--- config.mk ---
export PLATFORM = sky130hd
export DESIGN_NAME = atm
export DESIGN_NICKNAME = d
export VERILOG_FILES = /design/src/rtl/atm.sv
export SDC_FILE = /design/constraint.sdc
export NUM_CORES = 1
export LEC_CHECK = 0
export CAP_MARGIN = 10
export CORE_MARGIN = 3
export CORE_UTILIZATION = 45
export DETAILED_ROUTE_END_ITERATION = 12
export HOLD_SLACK_MARGIN = 0.1
export PLACE_DENSITY = 0.63
export SLEW_MARGIN = 15
export SYNTH_ARGS = -nofsm -noshare
export SYNTH_HDL_FRONTEND = slang
export SYNTH_SLANG_ARGS = --single-unit
--- constraint.sdc ---
create_clock -name clk -period 4.35 [get_ports clk]
set_input_delay 0.435 -clock clk [delete_from_list [all_inputs] [get_ports clk]]
set_output_delay 0.435 -clock clk [all_outputs]
set_load 0.05 [all_outputs]
--- src/rtl/atm.sv ---
// -----------------------------------------------------------------------------
// atm - four-account automated teller state machine
//
// A card insertion latches the account, then the session walks through PIN
// check, language selection and a service menu (deposit / withdraw / show
// balance). Balances live in an on-chip register array. Deposits saturate at
// 255. A withdrawal that exceeds the balance is refused.
//
// Ports
//   clk               rising-edge clock
//   rst               asynchronous reset, active low
//   card              1 = card present; dropping it aborts any session
//   card_no[2:0]      account number, sampled only in IDLE (4..7 invalid)
//   password[3:0]     entered PIN (account n expects 4'hF - n)
//   option[3:0]       menu selection: 1 deposit, 2 withdraw, 3 balance
//   language[1:0]     0 English, 1 Arabic, 2/3 rejected (stay in LANG)
//   amount[7:0]       transaction amount
//   another_service   1 = back to MENU after a transaction, 0 = end session
//   avalaible_balance registered balance shown to the user, 0 while idle
//   invalid_password  one-cycle pulse after a wrong PIN
//   invalid_card      one-cycle pulse after an out-of-range card number
//   no_balance        one-cycle pulse after a refused withdrawal
// -----------------------------------------------------------------------------
module atm (
    input  logic       clk,
    input  logic       rst,
    input  logic       card,
    input  logic [2:0] card_no,
    input  logic [3:0] password,
    input  logic [3:0] option,
    input  logic [1:0] language,
    input  logic [7:0] amount,
    input  logic       another_service,
    output logic [7:0] avalaible_balance,
    output logic       invalid_password,
    output logic       invalid_card,
    output logic       no_balance
);

    typedef enum logic [2:0] {
        IDLE, PIN, LANG, MENU, DEPOSIT, WITHDRAW, BALANCE, ANOTHER
    } state_t;

    state_t     state, next_state;
    logic [1:0] cur_acct;
    logic [7:0] bal [4];

    logic [7:0] cur_bal;
    logic [8:0] dep_sum;
    logic [7:0] dep_new;
    logic [7:0] wd_new;
    logic [3:0] exp_pin;
    logic       wd_ok;

    // per-cycle actions decided by the FSM, applied by the datapath
    logic latch_acct, set_inv_card, set_inv_pw, set_no_bal;
    logic do_dep, do_wd, show_bal;

    assign cur_bal = bal[cur_acct];
    assign dep_sum = {1'b0, cur_bal} + {1'b0, amount};
    assign dep_new = dep_sum[8] ? 8'hFF : dep_sum[7:0];
    assign wd_new  = cur_bal - amount;
    assign wd_ok   = (amount <= cur_bal);
    assign exp_pin = 4'hF - {2'b00, cur_acct};

    always_ff @(posedge clk or negedge rst) begin
        if (!rst) state <= IDLE;
        else      state <= next_state;
    end

    always_comb begin
        next_state   = state;
        latch_acct   = 1'b0;
        set_inv_card = 1'b0;
        set_inv_pw   = 1'b0;
        set_no_bal   = 1'b0;
        do_dep       = 1'b0;
        do_wd        = 1'b0;
        show_bal     = 1'b0;
        // card removal outranks every other input outside IDLE
        if (state != IDLE && !card) begin
            next_state = IDLE;
        end else begin
            case (state)
                IDLE: begin
                    if (card) begin
                        if (!card_no[2]) begin
                            latch_acct = 1'b1;
                            next_state = PIN;
                        end else begin
                            set_inv_card = 1'b1;
                        end
                    end
                end
                PIN: begin
                    if (password == exp_pin) begin
                        next_state = LANG;
                    end else begin
                        set_inv_pw = 1'b1;
                        next_state = IDLE;
                    end
                end
                LANG: begin
                    if (!language[1]) next_state = MENU;
                end
                MENU: begin
                    case (option)
                        4'd1:    next_state = DEPOSIT;
                        4'd2:    next_state = WITHDRAW;
                        4'd3:    next_state = BALANCE;
                        default: next_state = MENU;
                    endcase
                end
                DEPOSIT: begin
                    do_dep     = 1'b1;
                    next_state = ANOTHER;
                end
                WITHDRAW: begin
                    if (wd_ok) do_wd      = 1'b1;
                    else       set_no_bal = 1'b1;
                    next_state = ANOTHER;
                end
                BALANCE: begin
                    show_bal   = 1'b1;
                    next_state = ANOTHER;
                end
                ANOTHER: begin
                    next_state = another_service ? MENU : IDLE;
                end
                default: next_state = IDLE;
            endcase
        end
    end

    always_ff @(posedge clk or negedge rst) begin
        if (!rst) begin
            cur_acct          <= 2'd0;
            bal[0]            <= 8'd50;
            bal[1]            <= 8'd100;
            bal[2]            <= 8'd80;
            bal[3]            <= 8'd20;
            avalaible_balance <= 8'd0;
            invalid_password  <= 1'b0;
            invalid_card      <= 1'b0;
            no_balance        <= 1'b0;
        end else begin
            invalid_card     <= set_inv_card;
            invalid_password <= set_inv_pw;
            no_balance       <= set_no_bal;
            if (latch_acct) cur_acct <= card_no[1:0];
            // the display is blanked whenever the session returns to IDLE
            if (next_state == IDLE) begin
                avalaible_balance <= 8'd0;
            end else if (do_dep) begin
                bal[cur_acct]     <= dep_new;
                avalaible_balance <= dep_new;
            end else if (do_wd) begin
                bal[cur_acct]     <= wd_new;
                avalaible_balance <= wd_new;
            end else if (set_no_bal || show_bal) begin
                avalaible_balance <= cur_bal;
            end
        end
    end

endmodule

### Word level (Yosys, flattened, before mapping)

Cells that the tools add are included.

| operators by class | value |
|---|---|
| multiply operators | 0 |
| reduce and logical (&&, ||, !) cells | 11 |
| mux-type cells | 43 |
| divide/modulo/power cells | 0 |
| order comparisons | 3 |
| add/sub/neg operators | 3 |
| equal/unequal tests | 11 |
| bitwise gates (word level) | 2 |
| shift operators | 0 |

Operators with widths:

| operator | count |
|---|---|
| bitwise mux 32 bit | 2 |
| two-way mux 32 bit | 2 |
| two-way mux 8 bit | 8 |
| two-way mux 1 bit | 21 |
| one-hot mux 3 bit (6 select lines) | 1 |
| binary-select mux 8 bit (select 2 bit) | 1 |
| demux 8 bit (select 2 bit) | 1 |
| equality test 3 bit (second input constant) | 4 |
| two-way mux 3 bit | 4 |
| adder 8 x 8 -> 9 bit | 1 |
| one-hot mux 3 bit (3 select lines) | 1 |
| equality test 4 x 2 -> 1 bit (second input constant) | 2 |
| less-or-equal comparator 8 bit | 1 |
| subtractor 8 bit | 1 |
| equality test 3 x 2 -> 1 bit (second input constant) | 2 |
| zero test 3 bit | 2 |
| equality test 4 x 1 -> 1 bit (second input constant) | 1 |
| equality test 4 bit | 1 |
| two-way mux 2 bit | 2 |
| nonzero test 4 bit | 1 |
| subtractor 1 x 3 -> 4 bit (first input constant) | 1 |
| equality test 3 x 1 -> 1 bit (second input constant) | 1 |
| >= comparator 3 bit (second input constant) | 1 |
| < comparator 3 x 1 -> 1 bit (second input constant) | 1 |
| 9 further kinds | 10 |

| storage, ports and cells | value |
|---|---|
| memory bits (writable) | 0 |
| flip-flop bits (word level) | 48 |
| memories | 0 |
| ROM bits | 0 |
| bits of input ports | 25 |
| logic and storage cells | 83 |
| bits in latches | 0 |
| output and inout bits | 11 |

### Longest topological paths before layout

| logic depth | value |
|---|---|
| word-level depth | 13 |
| gate-level depth with buffers | 12 |
| depth with buffers taken out | 10 |

### Worst setup path before layout

Ideal clock, no wire load.

| timing | value |
|---|---|
| path type | register to register |
| start | register cur_acct[1] |
| end | register bal[27] (netlist name) |
| setup time | 0.125 ns |
| stages on the path, launching flop included | 11 |
| data required time | 4.225 ns |
| clock period less this slack | 3.440 ns |
| path buffers | 1 |
| path slack | 0.910 ns |
| arrival time | 3.315 ns |
| cell sequence | dfrtp_1 > buf_1 > mux4_2 > inv_1 > ha_1 > fa_1 > nand2b_1 > a211oi_4 > o21ai_4 > a2111oi_4 > mux2_2 |

| between the ends | value |
|---|---|
| longest elaborated chain between the ends | 10 |
| elaborated cells between the ends (all ways) | 29 |
| those cells by class | add/sub: 3; order compare: 3; eq/ne: 1; mux: 16; bitwise: 2; reduce/logical: 4 |

Ends and longest elaborated chain:

| what | line | text |
|---|---|---|
| from (decl) | 45 | `logic [1:0] cur_acct;` |
| from (signal assigned) | 150 | `if (latch_acct) cur_acct <= card_no[1:0];` |
| NOT 2 -> 3 bit (implied by the code) | 59, 155, 158 |  |
| binary-select mux 8 bit (select 2 bit) | 59 | `assign cur_bal = bal[cur_acct];` |
| two-way mux 8 bit (implied by the code) (2 in a row) | 59 |  |
| less-or-equal comparator 8 bit | 63 | `assign wd_ok = (amount <= cur_bal);` |
| two-way mux 1 bit | 119 | `if (wd_ok) do_wd = 1'b1;` |
| two-way mux 1 bit | 84 | `case (state)` |
| two-way mux 1 bit | 81 | `if (state != IDLE && !card) begin` |
| nonzero test 2 bit (no line) | - |  |
| AND reduction 2 bit (no line) | - |  |
| to (signal, indexed assignment) | 155 | `bal[cur_acct] <= dep_new;` |
| to (signal, indexed assignment) | 158 | `bal[cur_acct] <= wd_new;` |
| to (decl) | 46 | `logic [7:0] bal [4];` |

Several ways; a longest one is shown, not always the timed one. The select of a mux whose other input is x is not followed.
A chain may end at the register's enable or synchronous reset.

### Worst setup path after layout

| timing | value |
|---|---|
| start | register cur_acct[0] |
| end | register bal[27] (netlist name) |

The elaborated chain is that of the path after synthesis.

==> metrics <==
outcome finished clean; Netlist cell types 69; Die ar. 8540 um2; register area share after synthesis 0.361; DR pass1 iterations 4; Placed Cells 451; leak pwr 1.64 nW; vias in the first global route 2630; first-pass GRT wire length 13.1 mm; layout cells sized above 1 0.207; Setup crit start kind register; post-cts hold buffer count 0; clk sinks 48; pin count of the biggest net entering global routing 49; Mapped Cells 325; setup_tns 0 ns; Hold WS 0.111 ns; die height 92.4 um; CTS H-tree lvls 2; f_max 255 MHz; Syn Nets 368; via count 2613; Worst Tran Pin Value 0.923 ns; CTS resizes 0; Final Max Tran Viols 0; drt drc 0; Worst Path Max Fanout 12; critical path's slowest cell dfrtp_1; antenna violations before repair 0; Non-Filler Instances 459; Final WS setup 0.429 ns; routed vias/inst 5.69; CTS clk-pin slew, worst paths 0.10 ns; Die Wd 92.4 um; area grow syn2layout 17.1%; worst-skew pair later-pin latency 0.31 ns; Buffers on Ports 34; final count of hold timing violations 0; CTS max path bufs 2; Yosys top cell area share 0.283; cells on worst reg2reg path 9; Critical Path RT 4.60 ns; Setup-failing EPs final 0; Site Rows 30; Slew headroom 0.376; initial core utilization 0.479; clk root buf clkbuf_8; most frequent cell after synthesis dfrtp_1; Netlist Area Pre-Place 3360 um2; RSZ-0062 raised after global routing false; critical setup path kind register to register; initial drt markers 107; crit end category register; Synth Register Bits 48; number of diodes 0; commonest cells in the netlist 38 x dfrtp_1, 23 x mux2_2, 22 x nand2_1, 21 x inv_1, 20 x nor2_1; ys async rst share 1.00; peak supply drop 170 uV; CP cell instances mux4_2 > ha_1 > or3b_1 > a311o_1 > o221ai_4 > buf_4 > nor2b_1 > o22ai_1 > mux2_2; nets@finish 405; Setup WS pre-CTS 0.452 ns; Power Density 251 nW/um2; Fin Clk Skew 0.0129 ns; DPL Wire Length 6.05 mm; dominant cells by area after synthesis dfrtp_1 28%, dfstp_2 7.8%, mux2_2 7.7%; cts bufs inserted 5; RD Place Congestion 0.886; total track usage 0.195; Worst Path Arrival 4.17 ns; ys flop type dfrtp_1; Final period util 0.901; Routed WL 7.79 mm; number of synthesized flops with an enable pin 0; Hold Crit Class input pin to asynchronous set/reset pin; IO Count 36; Post-CTS Setup Bufs 0; core area 7020 um2; residual overflow from global routing 0; Tmin final 3.92 ns; peak per-stage delay on the critical path 0.84 ns; Syn Area/Cell 10.3 um2; max-cap violations 0; wire per inst 17.0 um; Final ANT Viol Nets 0; area leader, netlist dfrtp_1; YS warnings 0; Pwr Total 0.000985 W; CTS tree built
sequential cells by signal, indices dropped and copies added, names as in the netlist:
register / cells
avalaible_balance: 8
state: 3
invalid_password: 1
invalid_card: 1
no_balance: 1
cur_acct: 2
bal: 32
layer usage:
metal | share of wire | global-route usage | up-vias
li1 | - | - | 1282
met1 | 0.48 | 0.271 | 1275
met2 | 0.47 | 0.303 | 44
met3 | 0.032 | 0.0341 | 12
met4 | 0.022 | 0.0718 | 0
met5 | 0 | 0 | -
power by group:
group	leakage, nW	total [W]	switching, W	internal [W]
Sequential	0.628	0.000491	0.0000327	0.000459
Combinational	0.959	0.000182	0.0000977	0.0000839
Clock	0.0565	0.000313	0.000162	0.000150
per-stage QoR:
step | area (um2) | utilization
after floorplan | 3360 | -
after global placement | 3820 | 0.544
after detailed placement | 3820 | 0.544
after CTS | 3930 | 0.560
after global routing | 3930 | 0.560
final | 3930 | 0.560
cell usage in the layout (no fill, tap or decap), types with 2 or more instances in the layout:
| master | synthesis | routed |
|---|---|---|
| nand3_1 | 5 | 5 |
| nor3_1 | 3 | 3 |
| o22ai_1 | 3 | 3 |
| dfstp_2 | 10 | 10 |
| nor2_1 | 20 | 20 |
| a31oi_1 | 5 | 5 |
| a22oi_1 | 2 | 2 |
| or3_1 | 3 | 3 |
| xnor2_1 | 8 | 8 |
| buf_4 | 2 | 13 |
| nor3b_1 | 2 | 2 |
| a21oi_1 | 18 | 18 |
| clkdlybuf4s50_1 | 0 | 33 |
| ha_1 | 16 | 16 |
| a21o_1 | 4 | 4 |
| a21boi_0 | 3 | 3 |
| clkinv_4 | 0 | 2 |
| nor2b_1 | 6 | 6 |
| fa_1 | 2 | 2 |
| o21a_1 | 2 | 2 |
| nor4_1 | 4 | 4 |
| o211ai_1 | 6 | 6 |
| mux4_2 | 8 | 8 |
| clkbuf_8 | 0 | 5 |
| dfrtp_1 | 38 | 38 |
| a2111oi_4 | 3 | 3 |
| mux2_2 | 23 | 23 |
| o21ai_1 | 3 | 3 |
| a2111o_1 | 2 | 2 |
| nand2_1 | 22 | 22 |
| o21ai_0 | 17 | 17 |
| xor2_1 | 5 | 5 |
| mux2_1 | 2 | 2 |
| o221ai_1 | 4 | 4 |
| a211oi_1 | 3 | 3 |
| inv_1 | 21 | 21 |
| nand2b_1 | 5 | 5 |
critical path: cells and delay by family, from the launching register on:
family                   cells  cell delay (ns)
multiplexers                 2             0.90
flip-flops                   1             0.84
buffers and inverters        1             0.23
AO/OA/AOI/OAI                3             0.98
AND/OR/NAND/NOR              2             0.49
adder cells (fa/ha/maj)      1             0.43
worst paths after layout:
| kind | startpoint | endpoint | slack, ns |
|---|---|---|---|
| max | cur_acct[0]$_DFFE_PN0P_ | bal[27]$_DFFE_PN0P_ | 0.43 |
| min | rst | avalaible_balance[0]$_DFFE_PN0P_ | 0.11 |
| max reg2reg | cur_acct[0]$_DFFE_PN0P_ | bal[27]$_DFFE_PN0P_ | 0.43 |
| min reg2reg | bal[2]$_DFFE_PN1P_ | bal[2]$_DFFE_PN1P_ | 0.47 |
| max in group asynchronous | rst | bal[27]$_DFFE_PN0P_ | 3.82 |
| min in group clk | bal[2]$_DFFE_PN1P_ | bal[2]$_DFFE_PN1P_ | 0.47 |
final cells by class:
type                            instances  area (um2)
Sequential cell                        48        1210
Clock buffer                            6        93.8
Inverter                               21        78.8
Fill cell                             666        3090
Multi-Input combinational cell        240        1980
Clock inverter                          2        17.5
Timing Repair Buffer                   46         428
Tap cell                               96         120
cell families after synthesis:
family	share of synthesized area
AND/OR/NAND/NOR	0.125
adder cells (fa/ha/maj)	0.0715
flip-flops	0.361
XOR/XNOR	0.0339
AO/OA/AOI/OAI	0.222
buffers and inverters	0.0488
multiplexers	0.137
(Power assumes the default switching activity.)
